==> config.mk <==
export PLATFORM = sky130hd
export DESIGN_NAME = data_cache
export DESIGN_NICKNAME = d
export VERILOG_FILES = /design/src/rtl/dcache_pkg.sv /design/src/rtl/dcache_load_align.sv /design/src/rtl/data_cache.sv
export SDC_FILE = /design/constraint.sdc
export NUM_CORES = 1
export LEC_CHECK = 0
export BUFFER_PORTS_ARGS = -buffer_cell sky130_fd_sc_hd__buf_2
export CORE_ASPECT_RATIO = 1.4
export CORE_MARGIN = 8
export CORE_UTILIZATION = 45
export DETAILED_ROUTE_END_ITERATION = 12
export PLACE_DENSITY = 0.65
export REMOVE_ABC_BUFFERS = 1
export SYNTH_ARGS = -nofsm -noshare
export SYNTH_HDL_FRONTEND = slang
export SYNTH_SLANG_ARGS = --single-unit
==> constraint.sdc <==
create_clock -name CLK -period 5.4 [get_ports CLK]
set_input_delay 0.81 -clock CLK [delete_from_list [all_inputs] [get_ports CLK]]
set_output_delay 0.81 -clock CLK [all_outputs]
set_load 0.05 [all_outputs]
==> src/rtl/dcache_pkg.sv <==
// Shared types and constants for the direct-mapped write-back data cache.
// States, load/store funct3 encodings and cache geometry.
package dcache_pkg;

  localparam int LINES       = 8;
  localparam int BLOCK_BYTES = 16;
  localparam int IDX_W       = 3;
  localparam int TAG_W       = 25;
  localparam int LINE_W      = BLOCK_BYTES * 8;

  typedef enum logic [1:0] {
    ST_IDLE,
    ST_WRITE_BACK,
    ST_MEM_READ,
    ST_UPDATE
  } state_t;

  localparam logic [2:0] LD_LB  = 3'b000;
  localparam logic [2:0] LD_LH  = 3'b001;
  localparam logic [2:0] LD_LW  = 3'b010;
  localparam logic [2:0] LD_LBU = 3'b100;
  localparam logic [2:0] LD_LHU = 3'b101;

  localparam logic [1:0] STORE_SB = 2'b00;
  localparam logic [1:0] STORE_SH = 2'b01;
  localparam logic [1:0] STORE_SW = 2'b10;

endpackage

==> src/rtl/dcache_load_align.sv <==
// Load result formatting: picks byte/half from a word and extends it.
// Misaligned halves drop bit 0; words ignore the byte offset.
module dcache_load_align
  import dcache_pkg::*;
(
  input  logic [31:0] word_i,
  input  logic [1:0]  off_i,
  input  logic [2:0]  funct3_i,
  output logic [31:0] data_o
);

  logic [7:0]  b;
  logic [15:0] h;

  // select lane, then sign/zero extend by funct3
  always_comb begin
    b = word_i[{off_i, 3'b000} +: 8];
    h = off_i[1] ? word_i[31:16] : word_i[15:0];
    case (funct3_i)
      LD_LB:   data_o = {{24{b[7]}}, b};
      LD_LH:   data_o = {{16{h[15]}}, h};
      LD_LBU:  data_o = {24'd0, b};
      LD_LHU:  data_o = {16'd0, h};
      LD_LW:   data_o = word_i;
      default: data_o = word_i;
    endcase
  end

endmodule

==> src/rtl/data_cache.sv <==
// Direct-mapped 8x16B write-back, write-allocate data cache.
// Optional hit/miss counters under macro DCACHE_STATS_EN.
module data_cache
  import dcache_pkg::*;
(
  input  logic           CLK,
  input  logic           RESET,
  input  logic [3:0]     READ,
  input  logic [2:0]     WRITE,
  input  logic [31:0]    ADDRESS,
  input  logic [31:0]    WRITEDATA,
  output logic [31:0]    READDATA,
  output logic           BUSYWAIT,
  output logic           MEM_READ,
  output logic           MEM_WRITE,
  output logic [27:0]    MEM_ADDRESS,
  output logic [127:0]   MEM_WRITEDATA,
  input  logic [127:0]   MEM_READDATA,
  input  logic           MEM_BUSYWAIT,
  output logic [31:0]    HIT_COUNT,
  output logic [31:0]    MISS_COUNT
);

  logic [LINE_W-1:0] data_q [LINES];
  logic [TAG_W-1:0]  tag_q  [LINES];
  logic [LINES-1:0]  valid_q;
  logic [LINES-1:0]  dirty_q;
  state_t            state_q;
  state_t            state_d;

  logic [TAG_W-1:0]  a_tag;
  logic [IDX_W-1:0]  a_idx;
  logic [1:0]        a_word;
  logic [1:0]        a_byte;
  logic              st_req;
  logic              ld_req;
  logic              hit;
  logic              idle;
  logic              acc_hit;
  logic              miss;
  logic [LINE_W-1:0] line;
  logic [31:0]       word;
  logic [31:0]       st_word;
  logic [31:0]       ld_data;

  assign a_tag   = ADDRESS[31:7];
  assign a_idx   = ADDRESS[6:4];
  assign a_word  = ADDRESS[3:2];
  assign a_byte  = ADDRESS[1:0];
  assign st_req  = WRITE[2];
  assign ld_req  = READ[3] & ~WRITE[2];
  assign line    = data_q[a_idx];
  assign word    = line[{a_word, 5'b00000} +: 32];
  assign hit     = valid_q[a_idx] & (tag_q[a_idx] == a_tag);
  assign idle    = (state_q == ST_IDLE);
  assign acc_hit = idle & (st_req | ld_req) & hit;
  assign miss    = idle & (st_req | ld_req) & ~hit;

  dcache_load_align u_align (
    .word_i   (word),
    .off_i    (a_byte),
    .funct3_i (READ[2:0]),
    .data_o   (ld_data)
  );

  assign READDATA = (acc_hit & ld_req) ? ld_data : 32'd0;

  // merge store bytes into the addressed word
  always_comb begin
    st_word = word;
    case (WRITE[1:0])
      STORE_SB: st_word[{a_byte, 3'b000} +: 8] = WRITEDATA[7:0];
      STORE_SH: st_word[{a_byte[1], 4'b0000} +: 16] = WRITEDATA[15:0];
      STORE_SW: st_word = WRITEDATA;
      default:  st_word = WRITEDATA;
    endcase
  end

  // line data and tags: refill on UPDATE, store-hit merge in IDLE
  always_ff @(posedge CLK) begin
    if (RESET && state_q == ST_UPDATE) begin
      data_q[a_idx] <= MEM_READDATA;
      tag_q[a_idx]  <= a_tag;
    end else if (RESET && acc_hit && st_req) begin
      data_q[a_idx][{a_word, 5'b00000} +: 32] <= st_word;
    end
  end

  // valid/dirty bookkeeping
  always_ff @(posedge CLK or negedge RESET) begin
    if (!RESET) begin
      valid_q <= '0;
      dirty_q <= '0;
    end else if (state_q == ST_UPDATE) begin
      valid_q[a_idx] <= 1'b1;
      dirty_q[a_idx] <= 1'b0;
    end else if (acc_hit && st_req) begin
      dirty_q[a_idx] <= 1'b1;
    end
  end

  // FSM state register
  always_ff @(posedge CLK or negedge RESET) begin
    if (!RESET) state_q <= ST_IDLE;
    else        state_q <= state_d;
  end

  // FSM next state
  always_comb begin
    state_d = state_q;
    unique case (state_q)
      ST_IDLE:
        if (miss)
          state_d = (valid_q[a_idx] & dirty_q[a_idx])
                    ? ST_WRITE_BACK : ST_MEM_READ;
      ST_WRITE_BACK:
        if (!MEM_BUSYWAIT) state_d = ST_MEM_READ;
      ST_MEM_READ:
        if (!MEM_BUSYWAIT) state_d = ST_UPDATE;
      ST_UPDATE:
        state_d = ST_IDLE;
      default:
        state_d = ST_IDLE;
    endcase
  end

  // FSM outputs: memory strobes and CPU stall
  always_comb begin
    MEM_READ      = 1'b0;
    MEM_WRITE     = 1'b0;
    MEM_ADDRESS   = ADDRESS[31:4];
    MEM_WRITEDATA = line;
    BUSYWAIT      = RESET & (miss | ~idle);
    unique case (state_q)
      ST_WRITE_BACK: begin
        MEM_WRITE   = 1'b1;
        MEM_ADDRESS = {tag_q[a_idx], a_idx};
      end
      ST_MEM_READ: MEM_READ = 1'b1;
      default: ;
    endcase
  end

`ifdef DCACHE_STATS_EN
  logic [31:0] hit_cnt_q;
  logic [31:0] miss_cnt_q;

  // completed hits and miss-handling entries, wrapping
  always_ff @(posedge CLK or negedge RESET) begin
    if (!RESET) begin
      hit_cnt_q  <= '0;
      miss_cnt_q <= '0;
    end else begin
      if (acc_hit) hit_cnt_q  <= hit_cnt_q + 32'd1;
      if (miss)    miss_cnt_q <= miss_cnt_q + 32'd1;
    end
  end

  assign HIT_COUNT  = hit_cnt_q;
  assign MISS_COUNT = miss_cnt_q;
`else
  assign HIT_COUNT  = 32'd0;
  assign MISS_COUNT = 32'd0;
`endif

endmodule

==> summary.txt, run 1 <==
Clocking
  • Num Clock Sinks: ~1.2k
  • TritonCTS Buffers: roughly 110
  • H-tree depth: 3
  • CTS Root Cell: clkbuf_16
  • CTS Hold Buffers Added: 0
  • Clock buffer depth: 3
  • Worst-Skew Late Latency: between 700 and 800 ps
  • TritonCTS clock tree: yes
  • Reg clk slew, reported paths: 60 ps

Worst setup path
  • Reg2Reg Depth: 10
  • R2R setup slack: 1400 ps
  • Crit path launch type: input port
  • Buf+Inv Stages, Crit Path: 6
  • Reg2reg start: data_q[0][92]
  • Worst r2r dst: data_q[5][92]
  • Setup CP Type: in2out
  • Worst Setup SP: ADDRESS[6]
  • Crit-path slowest cell: a211oi_1
  • CP Capture Type: primary output
  • CP arrival: 4530 ps
  • Slowest Stage Delay on Critical Path: 610 ps
  • CP delay by family, top: compound AO/OA/AOI/OAI gates
  • CP Capture Point: READDATA[8]
  • Worst path cell trace: buf_6 > inv_4 > buf_12 > o21ai_0 > a222oi_1 > buf_4 > a211oi_1 > a21oi_1 > and3_1 > a211oi_2 > buf_4 > buf_12
  • CP Max Fanout: 34
  • Critical Path RT: ~4600 ps
  • Critical path depth: 12

Synthesis
  • Mux contribution to synthesized area: between 10% and 20%
  • Synthesized area per cell: 15.8 um2
  • Syn Inst Count: 3412
  • Post-Syn Area: roughly 0.054 mm2
  • Top_reg_cell synth: edfxtp_1
  • Largest family of logic cells by synthesized area: multiplexers
  • Seq cells post-synth: 1242
  • Adder-cell share of the synthesized area: less than 1%
  • Cell variety after synth: between 90 and 100
  • Post-Synth XOR/XNOR Area: 0.228%
  • EDFF count, synth: about 1.2k
  • Fraction of the mapped netlist area in simple logic gates: under 10%
  • Sequential area share after synthesis: ~69%
  • Yosys warns: 0
  • Synth Area in Compound Gates: 9.91%
  • Share of flip-flops with an asynchronous set or reset: 1.45%

Job
  • Max cap viols: 0

Cells and area
  • Layout Cells excl Fill: 5743
  • Synth-to-Final Area Change: 19.1%
  • Fin nets: ~4.2k
  • Share of layout cells above drive strength 1: approximately a third
  • Most common cell after layout, fill and taps aside: edfxtp_1
  • Fill cells: 9750
  • Post-route cell area: 0.0641 mm2
  • Most frequent cells in the layout: edfxtp_1, buf_2, buf_4, mux2_2, nor2_1

GRT
  • GRT overflow: 0
  • First-pass GRT wire length: between 200 and 300 mm
  • GRT Util Overall: between 30% and 40%
  • Initial antenna violation count: 23
  • Largest net degree at the start of global routing: between 40 and 50
  • Vias in the first global route: 35.0k

Die
  • Starting Density: ~45%
  • Chip height: 425 um
  • Core ar.: 0.119 mm2
  • Die width: slightly above 300 um
  • Full die area: 0.131 mm2
  • Io pins: 457
  • Standard-cell rows: 150

Worst hold path
  • Hold Crit Class: in2async

Pwr
  • Worst vdd ir: between 200 and 300 uV
  • Final total power: between 0.02 and 0.025 W
  • PwrDens: around 350 mW/mm2
  • Leak: 22.5 nW

Route
  • Antenna Nets Post-Route: 0
  • Avg WL per Cell: about 36 um
  • Drt first pass iters: 8
  • Vias: 36.5k
  • Initial DRC Count: 4221
  • Routed WL: between 200 and 250 mm
  • DRC Markers: 0
  • Vias/cell: 6.35

STA
  • Normalized max-slew margin: approximately 17%
  • Worst setup margin: 64.5 ps
  • Hold Fails Final Rpt: 0
  • Upper clock frequency limit: approximately 190 MHz
  • Clock Skews: approximately 72 ps
  • Worst Tran Pin Value: around 1300 ps
  • Setup Viol. Count Final: 0
  • Tcrit/Tclk final: a little over nine tenths
  • Setup TNS: 0 ps
  • Min cycle time layout: 5340 ps
  • Final slew viol count: 0
  • RSZ-0062 raised after global routing: false

Run status
  • Status: finished clean

Placed design
  • Area after DPL: 0.0603 mm2
  • PortBufs: roughly 390
  • Dpl ws: -120 ps
  • Post-DP HPWL: 144 mm
  • GP Congestion: 0.994
  • Placed insts: between 5k and 6k
==> registers in the layout (all words and copies together) (netlist names), named ones only <==
register,flops
tag_q,200
state_q,2
data_q,1024
valid_q,8
==> power breakdown <==
group | switching [W] | internal [W]
registers | 0.0000670 | 0.0109
logic | 0.00267 | 0.000988
clock network | 0.00366 | 0.00443
==> metal layers <==
layer	GRT usage (%)	routed length, um	part of all wire [%]	vias to the layer above
met3	6.90	21700	11	564
met5	0	82	0.040	-
li1	-	-	-	14800
met4	22.6	18200	8.8	12
met2	46.6	92400	45	2486
met1	38.1	73400	36	18700
==> through the flow <==
stage	hold WS [ps]	utilization (%)
6_report	56.0	53.9
4_1_cts	15.7	53.8
5_1_grt	66.5	53.8
3_5_place_dp	443	50.7
3_3_place_gp	433	50.7
2_1_floorplan	423	-
==> worst min-delay path by stage <==
| stage | slack (ps) | startpoint | to |
|---|---|---|---|
| after floorplan | 420 | valid_q[2] | valid_q[2] |
| after global placement | 430 | valid_q[7] | valid_q[7] |
| after detailed placement | 440 | valid_q[6] | valid_q[6] |
| after CTS | 20 | RESET | asynchronous set/reset pin |
| after global routing | 70 | RESET | state_q[1] |
| final | 60 | RESET | state_q[1] |
==> timing repair <==
item,4_1_cts,5_1_grt
gates resized for setup,3,3
pin swaps,0,1
setup endpoints to repair,3,3
setup buffers,0,2
endpoints found under the hold margin,0,0
==> cell type report <==
class,instances,area [um2],share of cell area (%)
well taps,1596,2000,3.12
inverters,88,333,0.519
multi-input cells,1851,15200,23.7
repair buffers,738,5640,8.80
clock inverters,76,773,1.21
flip-flops and latches,1242,37200,58.0
clock buffers,135,2930,4.57
diodes,17,42.5,0.0664
==> cell usage after synthesis (52+ instances only) <==
cell type | count | area (um2)
edfxtp_1 | 1224 | 36800
mux2_2 | 229 | 2580
nor2_1 | 198 | 743
a22oi_1 | 167 | 1250
mux2i_1 | 163 | 1630
a21oi_1 | 149 | 746
nand2_1 | 134 | 503
buf_4 | 93 | 698
buf_2 | 89 | 445
a221oi_1 | 86 | 753
inv_1 | 83 | 312
clkbuf_1 | 69 | 259
mux4_2 | 69 | 1550
o21ai_0 | 52 | 260
==> kinds of logic (layout without fill, tap and decap cells) <==
group / Yosys count / after routing
AO/OA/AOI/OAI: 724 / 724
XOR/XNOR: 14 / 14
adder cells (fa/ha/maj): 13 / 13
buffers and inverters: 382 / 1037
flip-flops: 1242 / 1242
multiplexers: 486 / 486
other: 1 / 81
AND/OR/NAND/NOR: 550 / 550
No activity file was read; power rests on OpenSTA's default activity.
==> run 2: changes to the inputs <==
SETUP_SLACK_MARGIN = 0.2   (was unset)
==> run 2 against run 1 <==
Against the previous run: count of clock-buffer cells in the layout did not move; sequential share of layout area barely moved; global-route usage barely moved; routed wire length barely moved; combinational power barely moved.
==> summary.txt, run 2 (synthesis results as in run 1) <==
Run status
  • Status: finished clean (unchanged)

Route
  • DRC Markers: 0 (unchanged)
  • Vias: 36.5k (about the same)
  • Vias/cell: 6.36 (was 6.35)
  • Initial DRC Count: 4264 (was 4221)
  • Avg WL per Cell: 35.8 um (about the same)
  • Antenna Nets Post-Route: 0 (unchanged)
  • Drt first pass iters: 6 (was 8)
  • Routed WL: 206 mm (about the same)

Clocking
  • Num Clock Sinks: 1242 (unchanged)
  • TritonCTS clock tree: yes (unchanged)
  • H-tree depth: 3 (unchanged)
  • TritonCTS Buffers: 113 (unchanged)
  • Worst-Skew Late Latency: 770 ps (about the same)
  • CTS Hold Buffers Added: 0 (unchanged)
  • Clock buffer depth: 3 (unchanged)
  • CTS Root Cell: clkbuf_16 (unchanged)
  • Reg clk slew, reported paths: 60 ps (about the same)

Placed design
  • PortBufs: 392 (unchanged)
  • Post-DP HPWL: 144 mm (unchanged)
  • GP Congestion: 0.994 (unchanged)

Pwr
  • Leak: 22.5 nW (about the same)
  • PwrDens: 354 mW/mm2 (about the same)
  • Worst vdd ir: 273 uV (was 274 uV)

Worst setup path
  • CP Max Fanout: 35 (was 34)
  • Reg2reg start: data_q[0][92] (unchanged)
  • CP Capture Type: primary output (unchanged)
  • R2R setup slack: 1380 ps (was 1400 ps)
  • Reg2Reg Depth: 10 (unchanged)
  • Critical Path RT: 4590 ps (about the same)
  • Crit path launch type: input port (unchanged)
  • Worst r2r dst: data_q[5][92] (unchanged)
  • CP arrival: 4360 ps (was 4530 ps)
  • Setup CP Type: in2out (unchanged)

GRT
  • Met2 GRT Util: 46.5% (was 46.6%)
  • Global Route met1 Usage: 38.1% (about the same)
  • Grt peak-use layer: met2 (unchanged)
  • Initial antenna violation count: 24 (was 23)
  • First-pass GRT wire length: 280 mm (about the same)
  • Met3 usage: 6.91% (was 6.90%)
  • GRT Util Overall: 30.6% (about the same)
  • GRT overflow: 0 (unchanged)
  • Largest net degree at the start of global routing: 41 (unchanged)
  • Vias in the first global route: 35.0k (about the same)

Die
  • Standard-cell rows: 150 (unchanged)
  • Die width: 308 um (unchanged)
  • Io pins: 457 (unchanged)
  • Starting Density: 45.2% (unchanged)
  • Chip height: 425 um (unchanged)
  • Full die area: 0.131 mm2 (unchanged)
  • Core ar.: 0.119 mm2 (unchanged)

Cells and area
  • Most frequent cells in the layout: edfxtp_1, buf_2, buf_4, mux2_2, nor2_1 (unchanged)
  • Largest register FFs: 1024 (unchanged)
  • Synth-to-Final Area Change: 19.1% (about the same)
  • Fin nets: 4251 (was 4249)
  • Share of layout cells above drive strength 1: 31.9% (was 31.7%)
  • Final Util: 53.9% (about the same)
  • Most common cell after layout, fill and taps aside: edfxtp_1 (unchanged)
  • Fill cells: 9740 (was 9750)
  • Most flops, register: data_q (unchanged)
  • Largest regs: data_q (1024), tag_q (200), valid_q (8) (unchanged)

Worst hold path
  • Hold Crit Class: in2async (unchanged)

STA
  • Hold Fails Final Rpt: 0 (unchanged)
  • Setup Viol. Count Final: 0 (unchanged)
  • Tcrit/Tclk final: 95.8% (was 98.8%)
  • Worst Tran Pin Value: 1290 ps (was 1250 ps)
  • Final slew viol count: 0 (unchanged)
  • Upper clock frequency limit: 193 MHz (was 187 MHz)
  • Normalized max-slew margin: 13.8% (was 16.6%)
  • Min cycle time layout: 5170 ps (was 5340 ps)
  • Hold slack final: 61.8 ps (was 56.0 ps)
  • RSZ-0062 raised after global routing: false (unchanged)
  • Clock Skews: 71.9 ps (was 72.5 ps)

Job
  • Max cap viols: 0 (unchanged)
run 2: critical path: stages:
cell,delay (ps)
buf_12,150
buf_4,240
nor3_4,630
buf_4,440
o2bb2ai_1,170
a211o_1,230
nor2_1,70
o32a_1,410
o21ai_0,360
nand2_1,100
a221oi_1,320
buf_4,190
buf_12,130
run 2: worst max-delay path by stage:
stage | endpoint | from | slack [ps] | cells after the start
CTS | READDATA[0] | ADDRESS[5] | 210 | 12
global route | READDATA[5] | ADDRESS[4] | 210 | 13
global placement | READDATA[8] | ADDRESS[6] | -90 | 13
detailed placement | READDATA[8] | ADDRESS[6] | -120 | 12
finish | READDATA[13] | ADDRESS[4] | 230 | 13
floorplan | READDATA[6] | ADDRESS[5] | -3810 | 6
run 2: metal layers:
metal  vias up  wire, um
met2      2459     92400
met4        12     18200
li1      14800         -
met1     18700     73400
met5         -        81
met3       567     21600
run 2: report_power, final:
group / internal (W) / switching (W)
Clock: 0.00443 / 0.00366
Sequential: 0.0109 / 0.0000665
Combinational: 0.000991 / 0.00267
run 2: cell type report:
type                            count  area, um2  area share, %
Multi-Input combinational cell   1851      15200           23.7
Tap cell                         1596       2000           3.11
Clock buffer                      135       2930           4.57
Timing Repair Buffer              740       5660           8.83
Antenna cell                       14       35.0         0.0546
Sequential cell                  1242      37200           58.0
Clock inverter                     76        773           1.21
Inverter                           88        335          0.523
run 2: repair_timing:
item	in CTS	in global routing
setup endpoints to repair	6	24
setup buffers	0	4
gates resized for setup	8	6
pin swaps	0	1
run 2: metrics by stage:
stage	setup TNS, ps	power, W	instance area [um2]	setup slack (ps)	std cells
floorplan	-1935010	0.0129	52200	-3810	3181
global placement	-86.5	0.0147	60300	-86.5	5513
detailed placement	-162	0.0147	60300	-120	5513
CTS	0	0.0227	64000	207	5724
global route	0	0.0232	64100	206	5729
finish	0	0.0227	64100	228	5742
